===== src/rtl/stopwatch_pkg.sv =====
// Shared types and default constants for the stopwatch run-control block.
package stopwatch_pkg;

    localparam int unsigned NBIT_DEF      = 18;
    localparam int unsigned DIV_LIMIT_DEF = 250000;
    localparam int unsigned DB_W_DEF      = 16;
    localparam int unsigned DB_CYCLES_DEF = 50000;

    typedef enum logic [1:0] {
        IDLE  = 2'b00,
        RUN   = 2'b01,
        PAUSE = 2'b10,
        LAP   = 2'b11
    } sw_state_e;

    // Digit chain is frozen whenever the stopwatch is not counting.
    function automatic logic is_frozen(input sw_state_e s);
        return (s == IDLE) || (s == PAUSE);
    endfunction

endpackage


===== src/rtl/btn_debounce.sv =====
// Button conditioner: 2-flop synchronizer, level debouncer, press-event pulse.
module btn_debounce #(
    parameter int unsigned DB_W      = 16,
    parameter int unsigned DB_CYCLES = 50000
) (
    input  logic clk,
    input  logic rst_n,
    input  logic btn_raw_i,
    output logic evt_o
);

    logic            sync1_q, sync2_q;
    logic            level_q, level_d;
    logic            evt_q, evt_d;
    logic [DB_W-1:0] cnt_q, cnt_d;

    // Count consecutive cycles of disagreement; any agreement restarts the count.
    always_comb begin
        cnt_d   = cnt_q;
        level_d = level_q;
        evt_d   = 1'b0;
        if (sync2_q != level_q) begin
            if (cnt_q == DB_W'(DB_CYCLES - 1)) begin
                level_d = sync2_q;
                cnt_d   = '0;
                evt_d   = sync2_q;
            end else begin
                cnt_d = cnt_q + DB_W'(1);
            end
        end else begin
            cnt_d = '0;
        end
    end

    // Synchronizer and debounce state.
    always_ff @(posedge clk or negedge rst_n) begin
        if (!rst_n) begin
            sync1_q <= 1'b0;
            sync2_q <= 1'b0;
            level_q <= 1'b0;
            evt_q   <= 1'b0;
            cnt_q   <= '0;
        end else begin
            sync1_q <= btn_raw_i;
            sync2_q <= sync1_q;
            level_q <= level_d;
            evt_q   <= evt_d;
            cnt_q   <= cnt_d;
        end
    end

    assign evt_o = evt_q;

endmodule


===== src/rtl/stopwatch_ctrl.sv =====
// Stopwatch run-control sequencer: button conditioning, run/pause/lap FSM,
// overflow freeze. Optional lap feature enabled by STOPWATCH_LAP_EN.
module stopwatch_ctrl
    import stopwatch_pkg::*;
#(
    parameter int unsigned nBit      = NBIT_DEF,
    parameter int unsigned DIV_LIMIT = DIV_LIMIT_DEF,
    parameter int unsigned DB_W      = DB_W_DEF,
    parameter int unsigned DB_CYCLES = DB_CYCLES_DEF
) (
    input  logic            clk_base,
    input  logic            reset,
    input  logic            btn_ss,
    input  logic            btn_lap,
    input  logic            btn_clr,
    input  logic            ovf,
    output logic            stop,
    output logic            count_clr,
    output logic            display_hold,
    output logic [nBit-1:0] limit,
    output logic [1:0]      state,
    output logic            ovf_flag
);

    logic ss_evt, lap_evt, clr_evt;

    sw_state_e state_q, state_d;
    logic      flag_q, flag_d;
    logic      clr_q, clr_d;
    logic      stop_q, stop_d;

    btn_debounce #(.DB_W(DB_W), .DB_CYCLES(DB_CYCLES)) u_db_ss (
        .clk       (clk_base),
        .rst_n     (reset),
        .btn_raw_i (btn_ss),
        .evt_o     (ss_evt)
    );

    btn_debounce #(.DB_W(DB_W), .DB_CYCLES(DB_CYCLES)) u_db_clr (
        .clk       (clk_base),
        .rst_n     (reset),
        .btn_raw_i (btn_clr),
        .evt_o     (clr_evt)
    );

`ifdef STOPWATCH_LAP_EN
    btn_debounce #(.DB_W(DB_W), .DB_CYCLES(DB_CYCLES)) u_db_lap (
        .clk       (clk_base),
        .rst_n     (reset),
        .btn_raw_i (btn_lap),
        .evt_o     (lap_evt)
    );
`else
    logic lap_unused;
    assign lap_unused = btn_lap;
    assign lap_evt    = 1'b0;
`endif

    // Next state: clear beats overflow, overflow beats buttons, ss beats lap.
    always_comb begin
        state_d = state_q;
        flag_d  = flag_q;
        clr_d   = 1'b0;
        if (clr_evt) begin
            state_d = IDLE;
            flag_d  = 1'b0;
            clr_d   = 1'b1;
        end else if (ovf) begin
            flag_d = 1'b1;
            if ((state_q == RUN) || (state_q == LAP)) begin
                state_d = PAUSE;
            end
        end else begin
            case (state_q)
                IDLE:    if (ss_evt) state_d = RUN;
                RUN:     if (ss_evt) state_d = PAUSE;
                         else if (lap_evt) state_d = LAP;
                PAUSE:   if (ss_evt && !flag_q) state_d = RUN;
                LAP:     if (ss_evt) state_d = PAUSE;
                         else if (lap_evt) state_d = RUN;
                default: state_d = IDLE;
            endcase
        end
        stop_d = is_frozen(state_d);
    end

    // FSM and decoded outputs all update on the same edge.
    always_ff @(posedge clk_base or negedge reset) begin
        if (!reset) begin
            state_q <= IDLE;
            flag_q  <= 1'b0;
            clr_q   <= 1'b0;
            stop_q  <= 1'b1;
        end else begin
            state_q <= state_d;
            flag_q  <= flag_d;
            clr_q   <= clr_d;
            stop_q  <= stop_d;
        end
    end

`ifdef STOPWATCH_LAP_EN
    logic hold_q;

    // Display latch frozen only while viewing a lap.
    always_ff @(posedge clk_base or negedge reset) begin
        if (!reset) begin
            hold_q <= 1'b0;
        end else begin
            hold_q <= (state_d == LAP);
        end
    end

    assign display_hold = hold_q;
`else
    assign display_hold = 1'b0;
`endif

    assign stop      = stop_q;
    assign count_clr = clr_q;
    assign state     = state_q;
    assign ovf_flag  = flag_q;
    assign limit     = nBit'(DIV_LIMIT);

endmodule


===== config.mk =====
export PLATFORM = sky130hd
export DESIGN_NAME = stopwatch_ctrl
export DESIGN_NICKNAME = d
export VERILOG_FILES = /design/src/rtl/stopwatch_pkg.sv /design/src/rtl/btn_debounce.sv /design/src/rtl/stopwatch_ctrl.sv
export SDC_FILE = /design/constraint.sdc
export NUM_CORES = 1
export LEC_CHECK = 0
export ABC_CLOCK_PERIOD_IN_PS = 2200
export CORE_MARGIN = 4
export CORE_UTILIZATION = 45
export CTS_CLUSTER_SIZE = 14
export DETAILED_ROUTE_END_ITERATION = 10
export PLACE_DENSITY_LB_ADDON = 0.12
export SLEW_MARGIN = 20
export SYNTH_ARGS = -nofsm -noshare
export SYNTH_HDL_FRONTEND = slang
export SYNTH_SLANG_ARGS = --single-unit

===== constraint.sdc =====
create_clock -name clk_base -period 2.2 [get_ports clk_base]
set_clock_uncertainty 0.05 [all_clocks]
set_input_delay 0.66 -clock clk_base [delete_from_list [all_inputs] [get_ports clk_base]]
set_output_delay 0.66 -clock clk_base [all_outputs]
set_load 0.02 [all_outputs]

==> flow_summary_export.csv, run 1 <==
group,metric,value,unit
finish,final_core_util,52.9,%
global_routing,grt_pass1_wl,6820,µm
critical_path,path_buf_inv,1,
sta,post-route-period-util,96.3,%
cts,cts_setup_buffers,0,
die,ioPinCount,30,
critical_path,crit_fanout,1,
sta,slew_viol_final,0,
drt,drtIter0Drc,55,
cts,insertion_delay,0.29,ns
finish,layoutNonFillerInstCount,283,
sta,fmax,0.472,GHz
placement,routabilityCongestion,0.790,
global_routing,grt_antenna_before_repair,0,
finish,drive_above_1_share,9.96,%
die,die_x,77.4,µm
job,drv_cap,0,
placement,dp.final_hpwl,2900,µm
power_and_ir_drop,power.switching,349,µW
global_routing,grt_pass1_vias,1529,
yosys,yosysTopAreaCell,"dfrtp_1",
critical_path,crit_chain,"clkdlybuf4s50_1",
cts,clk_pin_slew,0.08,ns
power_and_ir_drop,p_per_area,616,nW/µm²
finish,layout_common_cells,"dfrtp_1 (44), nor2_1 (42), xnor2_1 (25), conb_1 (19), nand3_1 (11)",
critical_path,critical_path_class,"register to output pin",
drt,drc_errors,0,
finish,multi_input_area,928,µm²
finish,final_nets,238,
global_routing,grt_max_degree,24,
sta,tns,0,ns
placement,pre_cts_ws,0.274,ns
sta,setup_viol,0,
critical_path,max_stage_delay,0.59,ns
power_and_ir_drop,peakVddDrop,0.460,mV
cts,cts_resized,0,
cts,max-clock-path-buffers,2,
critical_path,crit_path_end_kind,"output pin",
cts,root_buffer,"clkbuf_8",
finish,mostFrequentLayoutCell,"dfrtp_1",
drt,ant_nets,0,
placement,io_buffers,9,
die,core_area,4500,µm²
status,status,"complete, no violations",
cts,cts_sinks,45,
global_routing,grt_usage,14.4,%
finish,area.sequential,1130,µm²
critical_path,crit_family,"buffers and inverters",
critical_path,crit_path_top_delay_cell,"clkdlybuf4s50_1",
global_routing,gr-total-overflow,0,
power_and_ir_drop,p_int,1120,µW
drt,finalWirelength,3900,µm
power_and_ir_drop,p_comb_share,5.8,%
placement,dp_cells,275,
power_and_ir_drop,p_sw_share,23.7,%
critical_path,required,1.49,ns
yosys,syn_avg_cell_area,10.3,µm²
yosys,synth_top_area_share,50.7,%
cts,numCtsBuffers,5,
yosys,synthCells,211,
yosys,yosys-top-cells-area,"dfrtp_1 (51%), xnor2_1 (10%), nor2_1 (7.3%), buf_4 (6.6%), nand3_1 (2.5%)",
sta,fin_crit,2.12,ns
cts,hold_buffers,0,
drt,drtPass1Iterations,4,
yosys,yosys_warnings,0,
yosys,syn_area,2170,µm²
drt,wire_per_inst,13.8,µm
power_and_ir_drop,power,1470,µW
power_and_ir_drop,power_leakage,0.000999,µW
finish,flow.area_growth_from_synthesis,9.86,%
drt,vias_per_cell,5.08,
critical_path,rrSetupSlack,0.29,ns
cts,cts_max_level,2,
yosys,synth-seq-cells,45,
die,initial_utilization,48.2,%
critical_path,arrival,1.41,ns
cts,cts_tree,"built",
sta,timing.final.ws_setup,0.0821,ns
sta,rsz0062_at_grt,"no",
yosys,ys_types,35,
yosys,yosysSeqAreaShare,52.0,%
die,fp-row-count,24,
worst_hold_path,min_path_type,"primary input to async pin",
power_and_ir_drop,pwr-share-clk,36.3,%
power_and_ir_drop,p_seq_share,57.9,%
critical_path,critPathLaunchType,"register",
finish,diodes,0,
sta,hold_viol_final,0,
die,die_y,77.4,µm
drt,num_vias,1437,
finish,fillers,414,
die,dieArea,6000,µm²
## worst paths after layout
| kind | from | endpoint | cells past startpoint |
|---|---|---|---|
| worst max-delay path | stop$_DFF_PN1_ | stop | 1 |
| worst max register to register | u_db_ss.cnt_q[13]$_DFF_PN0_ | u_db_ss.level_q$_DFFE_PN0P_ | 4 |
| min in group clk_base | u_db_ss.sync1_q$_DFF_PN0_ | u_db_ss.sync2_q$_DFF_PN0_ | 0 |
| max in group asynchronous | reset | u_db_clr.cnt_q[9]$_DFF_PN0_ | 2 |
| worst min register to register | u_db_ss.sync1_q$_DFF_PN0_ | u_db_ss.sync2_q$_DFF_PN0_ | 0 |
| worst min-delay path | reset | u_db_ss.cnt_q[0]$_DFF_PN0_ | 1 |
## cells in the mapped netlist
cell	n
nand4_1	4
ha_1	2
o31ai_1	1
nor4bb_1	2
nor3b_1	2
or4_1	1
nand4_2	1
xor2_1	4
nor4_2	1
and3_1	2
xnor2_1	25
mux2_4	1
dfstp_2	1
nand2_1	8
dfrtp_1	44
conb_1	2
buf_4	19
nor4_1	7
o41ai_4	1
nand2b_1	1
inv_1	7
clkbuf_1	1
buf_2	1
a21oi_1	3
mux2_2	1
nand4b_1	1
nand3_1	11
nor4b_1	1
or2_0	2
or3_1	1
o22a_1	1
nand3b_1	1
nor3_1	8
or4_4	1
nor2_1	42
## registers in the layout, summed over array words and instances (netlist names)
register and flops:
u_db_clr.cnt_q 16, count_clr 1, state 2, u_db_clr.level_q 1
ovf_flag 1, stop 1, u_db_ss.cnt_q 16, u_db_ss.evt_o 1
u_db_ss.sync2_q 1, u_db_clr.evt_o 1, u_db_ss.level_q 1, u_db_clr.sync1_q 1
u_db_clr.sync2_q 1, u_db_ss.sync1_q 1
## layer usage
layer  track usage [%]  vias to the layer above  wire length [µm]
li1                  -                      705                 -
met1              14.9                      706              1590
met2              27.2                       21              2120
met3              3.82                        5               128
met4              5.87                        0                66
met5                 0                        -                 0
## power groups by stage
stage               sequential (µW)  clock [µW]  combinational (µW)
global route                    852         609                95.7
detailed placement              866           0                86.1
floorplan                       864           0                77.0
CTS                             850         563                86.1
global placement                865           0                82.8
finish                          850         533                85.5
## metrics by stage
stage | instance area, µm² | hold slack, ns
after global routing | 2380 | 0.286
after floorplan | 2230 | 0.281
after detailed placement | 2280 | 0.297
final | 2380 | 0.266
after CTS | 2380 | 0.271
after global placement | 2280 | 0.292
## kinds of logic after synthesis
kind of cell	Yosys count	synth area share (%)
flip-flops	45	52.0
buffers and inverters	28	8.19
XOR/XNOR	29	11.7
other	2	0.346
adder cells (fa/ha/maj)	2	1.15
multiplexers	2	1.21
AND/OR/NAND/NOR	97	22.7
AO/OA/AOI/OAI	6	2.71
## area by class of cell
cell class              instances  area share [%]
well taps                      52            2.73
clock inverters                 2           0.682
repair buffers                 16            5.77
flip-flops and latches         45            47.3
inverters                       7            1.10
clock buffers                   6            3.46
multi-input cells             155            39.0
No activity file was read; power rests on OpenSTA's default activity.
==> run 2, diff against run 1 <==
- RECOVER_POWER: unset -> 25
==> run 2 against run 1 <==
Net effect: first-iteration DRC count is 1.8% lower; setup slack is essentially flat; die area unchanged; cell area about the same; global-route usage is the same; critical endpoint unchanged; largest cell class unchanged; largest power group unchanged; highest routed layer unchanged.
==> flow_summary_export.csv, run 2 (synthesis gave the netlist of run 1 again) <==
group,metric,value,unit
status,status,"complete, no violations",
placement,io_buffers,9,
cts,max-clock-path-buffers,2,
die,dieArea,6000,µm²
cts,cts_sinks,45,
finish,layout_common_cells,"dfrtp_1 (44), nor2_1 (42), xnor2_1 (25), conb_1 (19), nand3_1 (11)",
sta,relSlewSlack,21.5,%
critical_path,path_depth,1,
cts,hold_buffers,0,
cts,cts_max_level,2,
finish,mostFrequentLayoutCell,"dfrtp_1",
critical_path,path_buf_inv,1,
critical_path,setup.worst_path.end,"stop",
global_routing,grt_pass1_vias,1529,
critical_path,max_stage_delay,0.59,ns
finish,flow.area_growth_from_synthesis,9.80,%
die,die_y,77.4,µm
placement,dp.final_hpwl,2900,µm
critical_path,arrival,1.41,ns
critical_path,crit_path_end_kind,"output pin",
critical_path,r2r_start,"u_db_ss.cnt_q[13]$_DFF_PN0_",
global_routing,grt_usage,14.4,%
critical_path,ff2ff_path_depth,4,
drt,vias_per_cell,5.08,
critical_path,crit_fanout,1,
cts,cts_setup_buffers,0,
placement,routabilityCongestion,0.790,
cts,numCtsBuffers,5,
critical_path,r2r-end,"u_db_ss.level_q$_DFFE_PN0P_",
drt,finalWirelength,3900,µm
drt,drtIter0Drc,54,
cts,cts_resized,0,
die,ioPinCount,30,
power_and_ir_drop,p_seq_share,57.9,%
finish,final_area,2380,µm²
sta,post-route-period-util,96.3,%
worst_hold_path,min_path_type,"register to register",
power_and_ir_drop,p_sw_share,23.8,%
critical_path,crit_path_top_delay_cell,"clkdlybuf4s50_1",
drt,drtPass1Iterations,4,
placement,place_area,2280,µm²
finish,drive_above_1_share,9.52,%
sta,hold_viol_final,0,
cts,cts_tree,"built",
drt,drc_errors,0,
drt,ant_nets,0,
power_and_ir_drop,p_int,1120,µW
die,die_x,77.4,µm
worst_hold_path,whs_path_depth,0,
sta,setup_viol,0,
sta,worst_pin_slew,1.18,ns
power_and_ir_drop,peakVddDrop,0.460,mV
global_routing,grt_pass1_wl,6820,µm
finish,diodes,0,
cts,insertion_delay,0.29,ns
critical_path,setup.worst_path.start,"stop$_DFF_PN1_",
power_and_ir_drop,p_comb_share,5.8,%
power_and_ir_drop,power.switching,349,µW
power_and_ir_drop,power_leakage,0.000997,µW
sta,tns,0,ns
drt,num_vias,1438,
die,core_area,4500,µm²
critical_path,critical_path_class,"register to output pin",
critical_path,crit_family,"buffers and inverters",
finish,area.sequential,1130,µm²
sta,rsz0062_at_grt,"no",
power_and_ir_drop,pwr-share-clk,36.3,%
power_and_ir_drop,p_per_area,616,nW/µm²
global_routing,gr-total-overflow,0,
critical_path,crit_chain,"clkdlybuf4s50_1",
finish,final_nets,238,
job,drv_cap,0,
drt,wire_per_inst,13.8,µm
global_routing,grt_max_degree,24,
cts,clk_pin_slew,0.09,ns
sta,slew_viol_final,0,
critical_path,required,1.49,ns
die,fp-row-count,24,
sta,fmax,0.472,GHz
finish,multi_input_area,928,µm²
die,initial_utilization,48.2,%
critical_path,rrSetupSlack,0.29,ns
global_routing,grt_antenna_before_repair,0,
cts,root_buffer,"clkbuf_8",
finish,fillers,415,
critical_path,critPathLaunchType,"register",
sta,fin_crit,2.12,ns
-- run 2: changes by cell type in the layout (fill, tap and decap cells not counted) --
cell      previous run  this run
clkbuf_1             0         1
buf_2                1         0
-- run 2: layout make-up --
class                      instances  area share, %
inverter                           7           1.10
sequential                        45           47.3
clock buffer                       6           3.47
clock inverter                     2          0.683
multi-input combinational        155           39.0
timing repair buffer              16           5.72
tap                               52           2.73
-- run 2: worst min path at each step --
| stage | start | to | slack (ns) |
|---|---|---|---|
| after global routing | u_db_clr.sync1_q$_DFF_PN0_ | u_db_clr.sync2_q$_DFF_PN0_ | 0.34 |
| final | u_db_ss.sync1_q$_DFF_PN0_ | u_db_ss.sync2_q$_DFF_PN0_ | 0.31 |
| after global placement | u_db_clr.sync1_q$_DFF_PN0_ | u_db_clr.sync2_q$_DFF_PN0_ | 0.29 |
| after floorplan | u_db_clr.sync1_q$_DFF_PN0_ | u_db_clr.sync2_q$_DFF_PN0_ | 0.28 |
| after CTS | reset | u_db_ss.cnt_q[0]$_DFF_PN0_ | 0.27 |
| after detailed placement | u_db_ss.sync1_q$_DFF_PN0_ | u_db_ss.sync2_q$_DFF_PN0_ | 0.30 |
-- run 2: per-layer routing --
layer	part of all wire, %	track usage [%]	vias to the layer above	wire length, µm
met4	1.7	5.87	0	66
met1	40	14.9	707	1580
met3	3.5	3.82	5	135
li1	-	-	705	-
met2	54	27.2	21	2120
met5	0	0	-	0
-- run 2: stage by stage --
stage               std cells  total power (µW)  worst slack (ns)  hold WS (ns)  util, %
finish                    283              1470            0.0822         0.310     52.9
global route              283              1560            0.0270         0.337     52.9
CTS                       283              1500            0.0581         0.271     52.9
detailed placement        275               953             0.274         0.297     50.7
global placement          275               948             0.295         0.292     50.7
floorplan                 228               941             0.385         0.281        -
-- run 2: power groups by stage --
stage / clock network (µW) / registers (µW) / logic, µW
4_1_cts: 563 / 850 / 86.1
3_3_place_gp: 0 / 865 / 82.8
5_1_grt: 609 / 852 / 95.4
6_report: 533 / 850 / 85.2
3_5_place_dp: 0 / 866 / 86.1
2_1_floorplan: 0 / 864 / 77.0
==> run 3, diff against run 2 <==
- SKIP_CTS_REPAIR_TIMING: unset -> 1
- SLEW_MARGIN: 20 -> unset
==> results of run 3 <==
No change in the layout: final DEF, timing and power equal those of run 2.
